==> src/rtl/rf_pkg.sv <==
// Shared types and default sizes for the multi-port register file.
package rf_pkg;

   localparam int RF_XLEN  = 32;
   localparam int RF_DEPTH = 32;
   localparam int RF_NRD   = 2;

   typedef enum logic [0:0] {
      RF_IDLE  = 1'b0,
      RF_CLEAR = 1'b1
   } rf_state_t;

endpackage

==> src/rtl/reg_file_mp_if.sv <==
// Bus between issue/writeback logic and the register file.
interface reg_file_mp_if
   import rf_pkg::*;
#(
   parameter int XLEN  = RF_XLEN,
   parameter int DEPTH = RF_DEPTH,
   parameter int NRD   = RF_NRD
);
   localparam int AW = $clog2(DEPTH);

   logic [NRD*AW-1:0]   rd_addr;
   logic [NRD*XLEN-1:0] rd_data;
   logic [NRD-1:0]      rd_pend;
   logic                wr_en;
   logic [AW-1:0]       wr_addr;
   logic [XLEN-1:0]     wr_data;
   logic                iss_en;
   logic [AW-1:0]       iss_addr;
   logic                clr_req;
   logic                clr_busy;

   modport master (
      output rd_addr, wr_en, wr_addr, wr_data, iss_en, iss_addr, clr_req,
      input  rd_data, rd_pend, clr_busy
   );

   modport slave (
      input  rd_addr, wr_en, wr_addr, wr_data, iss_en, iss_addr, clr_req,
      output rd_data, rd_pend, clr_busy
   );

endinterface

==> src/rtl/rf_read_port.sv <==
// One registered read port: decode, zero-register, write bypass, pending mask.
module rf_read_port
   import rf_pkg::*;
#(
   parameter int XLEN     = RF_XLEN,
   parameter int DEPTH    = RF_DEPTH,
   parameter bit BYPASS   = 1'b1,
   parameter bit ZERO_REG = 1'b1,
   localparam int AW      = $clog2(DEPTH)
) (
   input  logic                       clk,
   input  logic                       rst,
   input  logic [AW-1:0]              addr,
   input  logic [DEPTH-1:0][XLEN-1:0] regs,
   input  logic [DEPTH-1:0]           pend,
   input  logic                       wr_legal,
   input  logic [AW-1:0]              wr_addr,
   input  logic [XLEN-1:0]            wr_data,
   output logic [XLEN-1:0]            rd_data,
   output logic                       rd_pend
);

   logic is_zero;
   logic wr_hit;

   assign is_zero = ZERO_REG && (addr == '0);
   assign wr_hit  = wr_legal && (wr_addr == addr);

   // Capture read data and pending flag for the presented address.
   always_ff @(posedge clk or posedge rst) begin
      if (rst) begin
         rd_data <= '0;
         rd_pend <= 1'b0;
      end else begin
         if (is_zero)
            rd_data <= '0;
         else if (BYPASS && wr_hit)
            rd_data <= wr_data;
         else
            rd_data <= regs[addr];
         // a write retires the pending producer regardless of bypass
         rd_pend <= is_zero ? 1'b0 : (wr_hit ? 1'b0 : pend[addr]);
      end
   end

endmodule

==> src/rtl/reg_file_mp.sv <==
// Multi-read-port register file with pending scoreboard and clear sequencer.
module reg_file_mp
   import rf_pkg::*;
#(
   parameter int XLEN     = RF_XLEN,
   parameter int DEPTH    = RF_DEPTH,
   parameter int NRD      = RF_NRD,
   parameter bit BYPASS   = 1'b1,
   parameter bit ZERO_REG = 1'b1,
   localparam int AW      = $clog2(DEPTH)
) (
   input  logic         clk,
   input  logic         rst,
   reg_file_mp_if.slave bus
);

   rf_state_t                 state;
   logic [AW-1:0]             idx;
   logic [DEPTH-1:0][XLEN-1:0] regs;
   logic [DEPTH-1:0]          pend;
   logic [DEPTH-1:0]          pend_next;
   logic                      wr_legal;
   logic                      iss_legal;
   logic [XLEN-1:0]           rd_data_arr [NRD];
   logic                      rd_pend_arr [NRD];

   assign wr_legal  = bus.wr_en && (state == RF_IDLE) &&
                      !(ZERO_REG && (bus.wr_addr == '0));
   assign iss_legal = bus.iss_en && (state == RF_IDLE) &&
                      !(ZERO_REG && (bus.iss_addr == '0));
   assign bus.clr_busy = (state == RF_CLEAR);

   // Clear sequencer: walk idx over every register once, then return to idle.
   always_ff @(posedge clk or posedge rst) begin
      if (rst) begin
         state <= RF_IDLE;
         idx   <= '0;
      end else begin
         case (state)
            RF_IDLE: begin
               if (bus.clr_req) begin
                  state <= RF_CLEAR;
                  idx   <= '0;
               end
            end
            RF_CLEAR: begin
               idx <= idx + 1'b1;
               if (idx == AW'(DEPTH - 1))
                  state <= RF_IDLE;
            end
            default: state <= RF_IDLE;
         endcase
      end
   end

   // Register array: clear engine owns the write path while it runs.
   always_ff @(posedge clk or posedge rst) begin
      if (rst)
         regs <= '0;
      else if (state == RF_CLEAR)
         regs[idx] <= '0;
      else if (wr_legal)
         regs[bus.wr_addr] <= bus.wr_data;
   end

   // Next pending vector; a same-cycle issue beats the write's clear.
   always_comb begin
      pend_next = pend;
      if (state == RF_CLEAR) begin
         pend_next[idx] = 1'b0;
      end else begin
         if (wr_legal)
            pend_next[bus.wr_addr] = 1'b0;
         if (iss_legal)
            pend_next[bus.iss_addr] = 1'b1;
      end
   end

   // Pending scoreboard storage.
   always_ff @(posedge clk or posedge rst) begin
      if (rst)
         pend <= '0;
      else
         pend <= pend_next;
   end

   for (genvar p = 0; p < NRD; p++) begin : g_rd
      rf_read_port #(
         .XLEN     (XLEN),
         .DEPTH    (DEPTH),
         .BYPASS   (BYPASS),
         .ZERO_REG (ZERO_REG)
      ) u_rd (
         .clk      (clk),
         .rst      (rst),
         .addr     (bus.rd_addr[p*AW +: AW]),
         .regs     (regs),
         .pend     (pend),
         .wr_legal (wr_legal),
         .wr_addr  (bus.wr_addr),
         .wr_data  (bus.wr_data),
         .rd_data  (rd_data_arr[p]),
         .rd_pend  (rd_pend_arr[p])
      );
   end

   // Pack per-port results onto the bus.
   always_comb begin
      bus.rd_data = '0;
      bus.rd_pend = '0;
      for (int p = 0; p < NRD; p++) begin
         bus.rd_data[p*XLEN +: XLEN] = rd_data_arr[p];
         bus.rd_pend[p]              = rd_pend_arr[p];
      end
   end

endmodule

==> src/flat_wrapper.sv <==
// flat-port wrapper written by rule: the top's interface ports become plain ports
module reg_file_mp_flat import rf_pkg::*;
#(
   parameter int XLEN     = RF_XLEN,
   parameter int DEPTH    = RF_DEPTH,
   parameter int NRD      = RF_NRD,
   parameter bit BYPASS   = 1'b1,
   parameter bit ZERO_REG = 1'b1,
   localparam int AW      = $clog2(DEPTH)
)
  (clk, rst, bus_rd_addr, bus_wr_en, bus_wr_addr, bus_wr_data, bus_iss_en, bus_iss_addr, bus_clr_req, bus_rd_data, bus_rd_pend, bus_clr_busy);
  reg_file_mp_if #(.XLEN(XLEN), .DEPTH(DEPTH), .NRD(NRD)) bus_i ();
  input  logic clk;
  input  logic rst;
  input wire logic [$bits(bus_i.rd_addr)-1:0] bus_rd_addr;
  input wire logic [$bits(bus_i.wr_en)-1:0] bus_wr_en;
  input wire logic [$bits(bus_i.wr_addr)-1:0] bus_wr_addr;
  input wire logic [$bits(bus_i.wr_data)-1:0] bus_wr_data;
  input wire logic [$bits(bus_i.iss_en)-1:0] bus_iss_en;
  input wire logic [$bits(bus_i.iss_addr)-1:0] bus_iss_addr;
  input wire logic [$bits(bus_i.clr_req)-1:0] bus_clr_req;
  output wire logic [$bits(bus_i.rd_data)-1:0] bus_rd_data;
  output wire logic [$bits(bus_i.rd_pend)-1:0] bus_rd_pend;
  output wire logic [$bits(bus_i.clr_busy)-1:0] bus_clr_busy;
  assign bus_i.rd_addr = bus_rd_addr;
  assign bus_i.wr_en = bus_wr_en;
  assign bus_i.wr_addr = bus_wr_addr;
  assign bus_i.wr_data = bus_wr_data;
  assign bus_i.iss_en = bus_iss_en;
  assign bus_i.iss_addr = bus_iss_addr;
  assign bus_i.clr_req = bus_clr_req;
  assign bus_rd_data = bus_i.rd_data;
  assign bus_rd_pend = bus_i.rd_pend;
  assign bus_clr_busy = bus_i.clr_busy;
  reg_file_mp #(.XLEN(XLEN), .DEPTH(DEPTH), .NRD(NRD), .BYPASS(BYPASS), .ZERO_REG(ZERO_REG)) u_core (.clk(clk), .rst(rst), .bus(bus_i));
endmodule
==> config.mk <==
export PLATFORM = sky130hd
export DESIGN_NAME = reg_file_mp_flat
export DESIGN_NICKNAME = d
export VERILOG_FILES = /design/src/rtl/rf_pkg.sv /design/src/rtl/reg_file_mp_if.sv /design/src/rtl/rf_read_port.sv /design/src/rtl/reg_file_mp.sv /design/src/flat_wrapper.sv
export SDC_FILE = /design/constraint.sdc
export NUM_CORES = 2
export LEC_CHECK = 0
export CORE_MARGIN = 2
export CORE_UTILIZATION = 40
export DETAILED_ROUTE_END_ITERATION = 8
export GPL_TIMING_DRIVEN = 0
export PLACE_DENSITY = 0.62
export SLEW_MARGIN = 10
export SYNTH_ARGS = -nofsm -noshare
export SYNTH_HDL_FRONTEND = slang
export SYNTH_HIERARCHICAL = 1
export SYNTH_SLANG_ARGS = --single-unit
==> constraint.sdc <==
create_clock -name clk -period 70.2 [get_ports clk]
set_input_delay 21.06 -clock clk [delete_from_list [all_inputs] [get_ports clk]]
set_output_delay 21.06 -clock clk [all_outputs]
set_load 0.005 [all_outputs]
# After elaboration in Yosys (flattened, before gate mapping)
# Index checks and enable logic that the tools add are counted.
[word_totals]
register_bits = 1128
inputBits = 57
output_inout_bits = 67
word_cells = 114
[op_classes]
n_addsub = 1
magnitude_cmp = 8
eq_ne = 4
n_mux = 38
bitwise = 8
reduce_logical = 16
[op_table]
columns = ["operator", "n"]
rows = [
  ["2-to-1 mux 1024 bit", 2],
  ["AND 1024 bit", 1],
  ["bitwise mux 1024 bit", 1],
  ["NOT 1024 bit", 1],
  ["2-to-1 mux 32 bit", 12],
  ["binary-select mux 32 bit (select 5 bit)", 2],
  ["demux 32 bit (select 5 bit)", 2],
  ["AND 32 bit", 2],
  ["NOT 32 bit", 2],
  ["OR 32 bit", 1],
  ["< comparator 5 x 6 -> 1 bit, second input constant", 5],
  ["zero test 5 bit", 4],
  ["demux 1 bit (select 5 bit)", 3],
  ["greater-or-equal comparator 5 x 1 -> 1 bit, second input constant", 3],
  ["2-to-1 mux 1 bit", 11],
  ["binary-select mux 1 bit (select 5 bit)", 2],
  ["equality test 5 bit", 2],
  ["one-hot mux 5 bit (2 select lines)", 1],
  ["logical AND 1 bit", 9],
  ["adder 5 x 1 -> 5 bit, second input constant", 1],
  ["equality test 5 bit, second input constant", 1],
  ["2-to-1 mux 5 bit", 1],
  ["zero test 1 bit", 2],
  ["!= test 2 bit, second input constant", 1],
  ["other kinds (3)", 3],
]

# Depth between registers and ports, before layout
[logic_depth]
depth_word = 11
depth_mapped = 11
ltp_nobuf = 7

# By module
# Netlist, hierarchy kept.
[by_module_without_submodules]
columns = ["mod", "n_inst", "cells_each", "area_per_inst_um2", "seq_area_each_um2"]
rows = [
  ["reg_file_mp", 1, 2569, 38224.2, 26575.5],
  ["rf_read_port", 2, 821, 9714.3, 825.8],
]

# Worst setup path after synthesis
# OpenSTA, ideal clock, no wires.
[synth_path]
path_type = "input-to-reg"
from = "input port bus_rd_addr[0]"
to = "register u_core.g_rd[0].u_rd.rd_data[17]"
arrival_ns = 22.729
required_time_ns = 70.074
setup_slack_ns = 47.345
cell_stages = 8
path_cell_list = "buf_6 > buf_12 > buf_6 > buf_2 > mux4_2 > o22ai_1 > nor2_1 > a221o_1"
[synth_between]
elab_chain_cells = 4
[synth_lines]
columns = ["element", "line_no", "rtl"]
rows = [
  ["start: declaration", "flat_wrapper.sv:15", "input wire logic [$bits(bus_i.rd_addr)-1:0] bus_rd_addr;"],
  ["binary-select mux 32 bit (select 5 bit) or equality test 5 bit (tied branches)", "rf_read_port.sv:40, rf_read_port.sv:27", ""],
  ["2-to-1 mux 32 bit (not written as such) or logical AND 1 bit (tied branches)", "rf_read_port.sv:40, rf_read_port.sv:27", ""],
  ["2-to-1 mux 32 bit", "rf_read_port.sv:37", "else if (BYPASS && wr_hit)"],
  ["2-to-1 mux 32 bit (*)", "rf_read_port.sv:35", "if (is_zero)"],
  ["end signal: assignment", "rf_read_port.sv:38", "rd_data <= wr_data;"],
  ["end signal: assignment", "rf_read_port.sv:40", "rd_data <= regs[addr];"],
  ["end: declaration", "rf_read_port.sv:19", "output logic [XLEN-1:0] rd_data,"],
]
# Mark *: on every way between the ends. The rest lies on a longest branch, timed or not. The select of a mux whose other input is x is not followed.
# A chain may end at the register's enable or synchronous reset.

# Worst setup path after layout
[layout_path]
from = "input port bus_rd_addr[2]"
to = "register u_core.g_rd[0].u_rd.rd_data[10]"
# The elaborated chain is that of the path after synthesis.

==> flow_summary.yaml <==
status:
  outcome: "finished, final reports clean"
global_routing:
  met3_usage_pct: 17.3
  grt_pass1_wl_mm: 385
  busiest_layer: "met2"
  grt_overflow: 0
  grt_max_degree: 117
  antenna_found_initial: 23
  use_met1_pct: 50.2
  grt_util_all_layers_pct: 37.9
  grt_use_met2_pct: 51.3
  grt_pass1_vias: 46100
setup_path:
  worstRegToRegCells: 9
  crit_type: "primary input to flop"
  required_ns: 70.85
  cp_max_fo: 10
  worstSetupEndpointType: "flop"
  crit_arrival_ns: 26.06
  cp-start-kind: "primary input"
floorplan:
  die_h_um: 384
  floorplan.io_pins: 124
  core_area_mm2: 0.143
  rows: 139
  die_w_um: 384
  start_util_pct: 40.2
  die-area_mm2: 0.147
yosys:
  ys_ff_latch: 1128
  yosys_warnings: 6
  yosysMostFrequentCell: "dfrtp_1"
  yosysTopAreaCellShare_pct: 49.0
  synth_fp_nets: 4273
  synth.cell_area_mm2: 0.0577
  ys_seq_area_share_pct: 49.0
  yosysUniqueCellTypes: 64
  synth_edf_count: 0
  synthTopCellsByCount: "dfrtp_1 (1128), a22o_1 (1055), mux4_2 (426), clkbuf_1 (270), mux2i_1 (191)"
  synth_cells: 4211
  syn_area_per_cell_um2: 13.7
  async_flop_share_pct: 100
  yosys-top-cells-area: "dfrtp_1 (49%), mux4_2 (17%), a22o_1 (16%)"
  yosys.area.top_type: "dfrtp_1"
  ys.flop_type: "dfrtp_1"
clocking:
  cts_resized: 0
  cts.clk_slew.worst_paths_ns: 0.06
  cts_buffers: 119
  htreeDepth: 3
  post_cts_buffers: 0
  cts_tree: "built"
  clock_sinks: 1128
  postCtsHoldBufs: 0
  insertion_delay_ns: 0.78
  clockBufferDepth: 3
  cts_root_buf: "clkbuf_16"
final_layout:
  drive_above_1_share_pct: 22.1
  fin_cells: 6495
  fillers: 12900
  multiInputGateArea_mm2: 0.0268
  final_net_count: 4535
  register_area_mm2: 0.0282
  final_area_mm2: 0.0659
  syn_to_final_growth_pct: 14.4
placement:
  port_buffers: 119
  placed_area_mm2: 0.0616
  place_inst: 6253
  place.gp.congestion: 1.03
  place_hpwl_mm: 203
route:
  drt-total-wl_mm: 282
  drt.antenna.violating_nets: 0
  wl_per_cell_um: 43.5
  via_per_inst: 7.41
  remaining_drc_errors: 0
  first_pass_iters: 8
  drt_iter0_drc: 8159
  via_count: 48100
timing:
  drv_slew: 0
  final.setup.tns_ns: 0
  post-route-period-util_pct: 36.2
  slew_headroom_pct: 1.89
  fmax_ghz: 0.0394
  hold_viol: 0
  rsz0062_at_grt: "no"
  worst_pin_slew_ns: 1.47
  period_needed_ns: 25.40
  holdWs_ns: 0.515
  setup_violations: 0
  finClkSkew_ns: 0.0315
pwr:
  vdd_drop_max_v: 0.0000202
  powerDensity_mw_per_mm2: 27.6
  leakage_nw: 29.1
  p_total_mw: 1.82
worst_hold_path:
  worstHoldPathCells: 1
  hold_class: "flop to flop"
run:
  drv_cap: 0
cell usage in the layout (no fill, tap or decap), drive strengths merged, types with 15 or more instances in the layout:
cell,n
nor3,49
o21ai,58
clkinv,17
nor2,114
a22oi,71
clkdlybuf4s50,119
o22ai,98
nand2b,22
inv,15
mux2,66
diode,21
nand3,34
a221o,20
mux4,426
dfrtp,1128
clkbuf,453
mux2i,191
a22o,1055
a211oi,34
a31oi,18
nor4,31
buf,271
a221oi,42
and2,41
nand2,17
o211ai,26
stage by stage:
| step | worst slack, ns | utilization (%) |
|---|---|---|
| after floorplan | 19.25 | - |
| after global placement | 6.56 | 42.7 |
| after detailed placement | 44.60 | 43.0 |
| after CTS | 45.41 | 46.0 |
| after global routing | 45.11 | 46.0 |
| final | 44.80 | 46.0 |
worst max-delay path: stages:
cell and delay, ns:
clkdlybuf4s50_1 0.62, buf_2 0.39, buf_2 0.51, buf_1 1.07
nor2_1 0.48, clkbuf_1 0.47, a211oi_1 1.01, a22o_1 0.39
cells by family (layout without fill, tap and decap cells):
| kind of cell | after synthesis | after routing | share of synthesized area (%) |
|---|---|---|---|
| XOR/XNOR | 12 | 12 | 0.182 |
| flip-flops | 1128 | 1128 | 49.0 |
| AO/OA/AOI/OAI | 1455 | 1455 | 21.0 |
| buffers and inverters | 532 | 892 | 4.56 |
| adder cells (fa/ha/maj) | 5 | 5 | 0.109 |
| AND/OR/NAND/NOR | 396 | 396 | 3.91 |
| other | 0 | 21 | 0 |
| multiplexers | 683 | 683 | 21.2 |
area by class of cell:
cell class | count | area share [%]
inverter | 10 | 0.0759
clock buffer | 180 | 5.49
buffer | 522 | 3.94
multi-input combinational | 2551 | 40.7
timing repair buffer | 141 | 2.41
antenna | 21 | 0.0797
sequential | 1128 | 42.8
clock inverter | 39 | 0.918
tap | 1903 | 3.61
routing by layer:
| metal | wire length [µm] | vias up | share of wire (%) |
|---|---|---|---|
| li1 | - | 17600 | - |
| met1 | 107000 | 25300 | 38 |
| met2 | 114000 | 4334 | 40 |
| met3 | 43600 | 872 | 15 |
| met4 | 18000 | 20 | 6.4 |
| met5 | 128 | - | 0.045 |
report_power, final:
group          internal, mW  switching [mW]
clock network         0.405           0.284
logic                 0.133           0.234
registers             0.709          0.0511
total                  1.25           0.570
final timing paths:
check / start / end / slack [ns]
max in group asynchronous: rst / u_core/regs[826]$_DFFE_PP0P_ / 46.70
min: u_core/regs[758]$_DFFE_PP0P_ / u_core/regs[758]$_DFFE_PP0P_ / 0.51
min reg2reg: u_core/regs[758]$_DFFE_PP0P_ / u_core/regs[758]$_DFFE_PP0P_ / 0.51
max reg2reg: u_core/bus.clr_busy$_DFF_PP0_ / u_core/g_rd[1].u_rd/rd_data[10]$_DFF_PP0_ / 66.01
min in group asynchronous: rst / u_core/g_rd[0].u_rd/rd_pend$_DFF_PP0_ / 20.84
max: bus_rd_addr[2] / u_core/g_rd[0].u_rd/rd_data[10]$_DFF_PP0_ / 44.80
registers in the layout, summed over array words and instances, names as in the netlist:
| signal | cells |
|---|---|
| u_core/regs | 1024 |
| u_core/g_rd.u_rd/rd_data | 64 |
| u_core/pend | 32 |
| u_core/idx | 5 |
| u_core/g_rd.u_rd/rd_pend | 2 |
| u_core/bus.clr_busy | 1 |
Power figures use the tool's default switching activity.
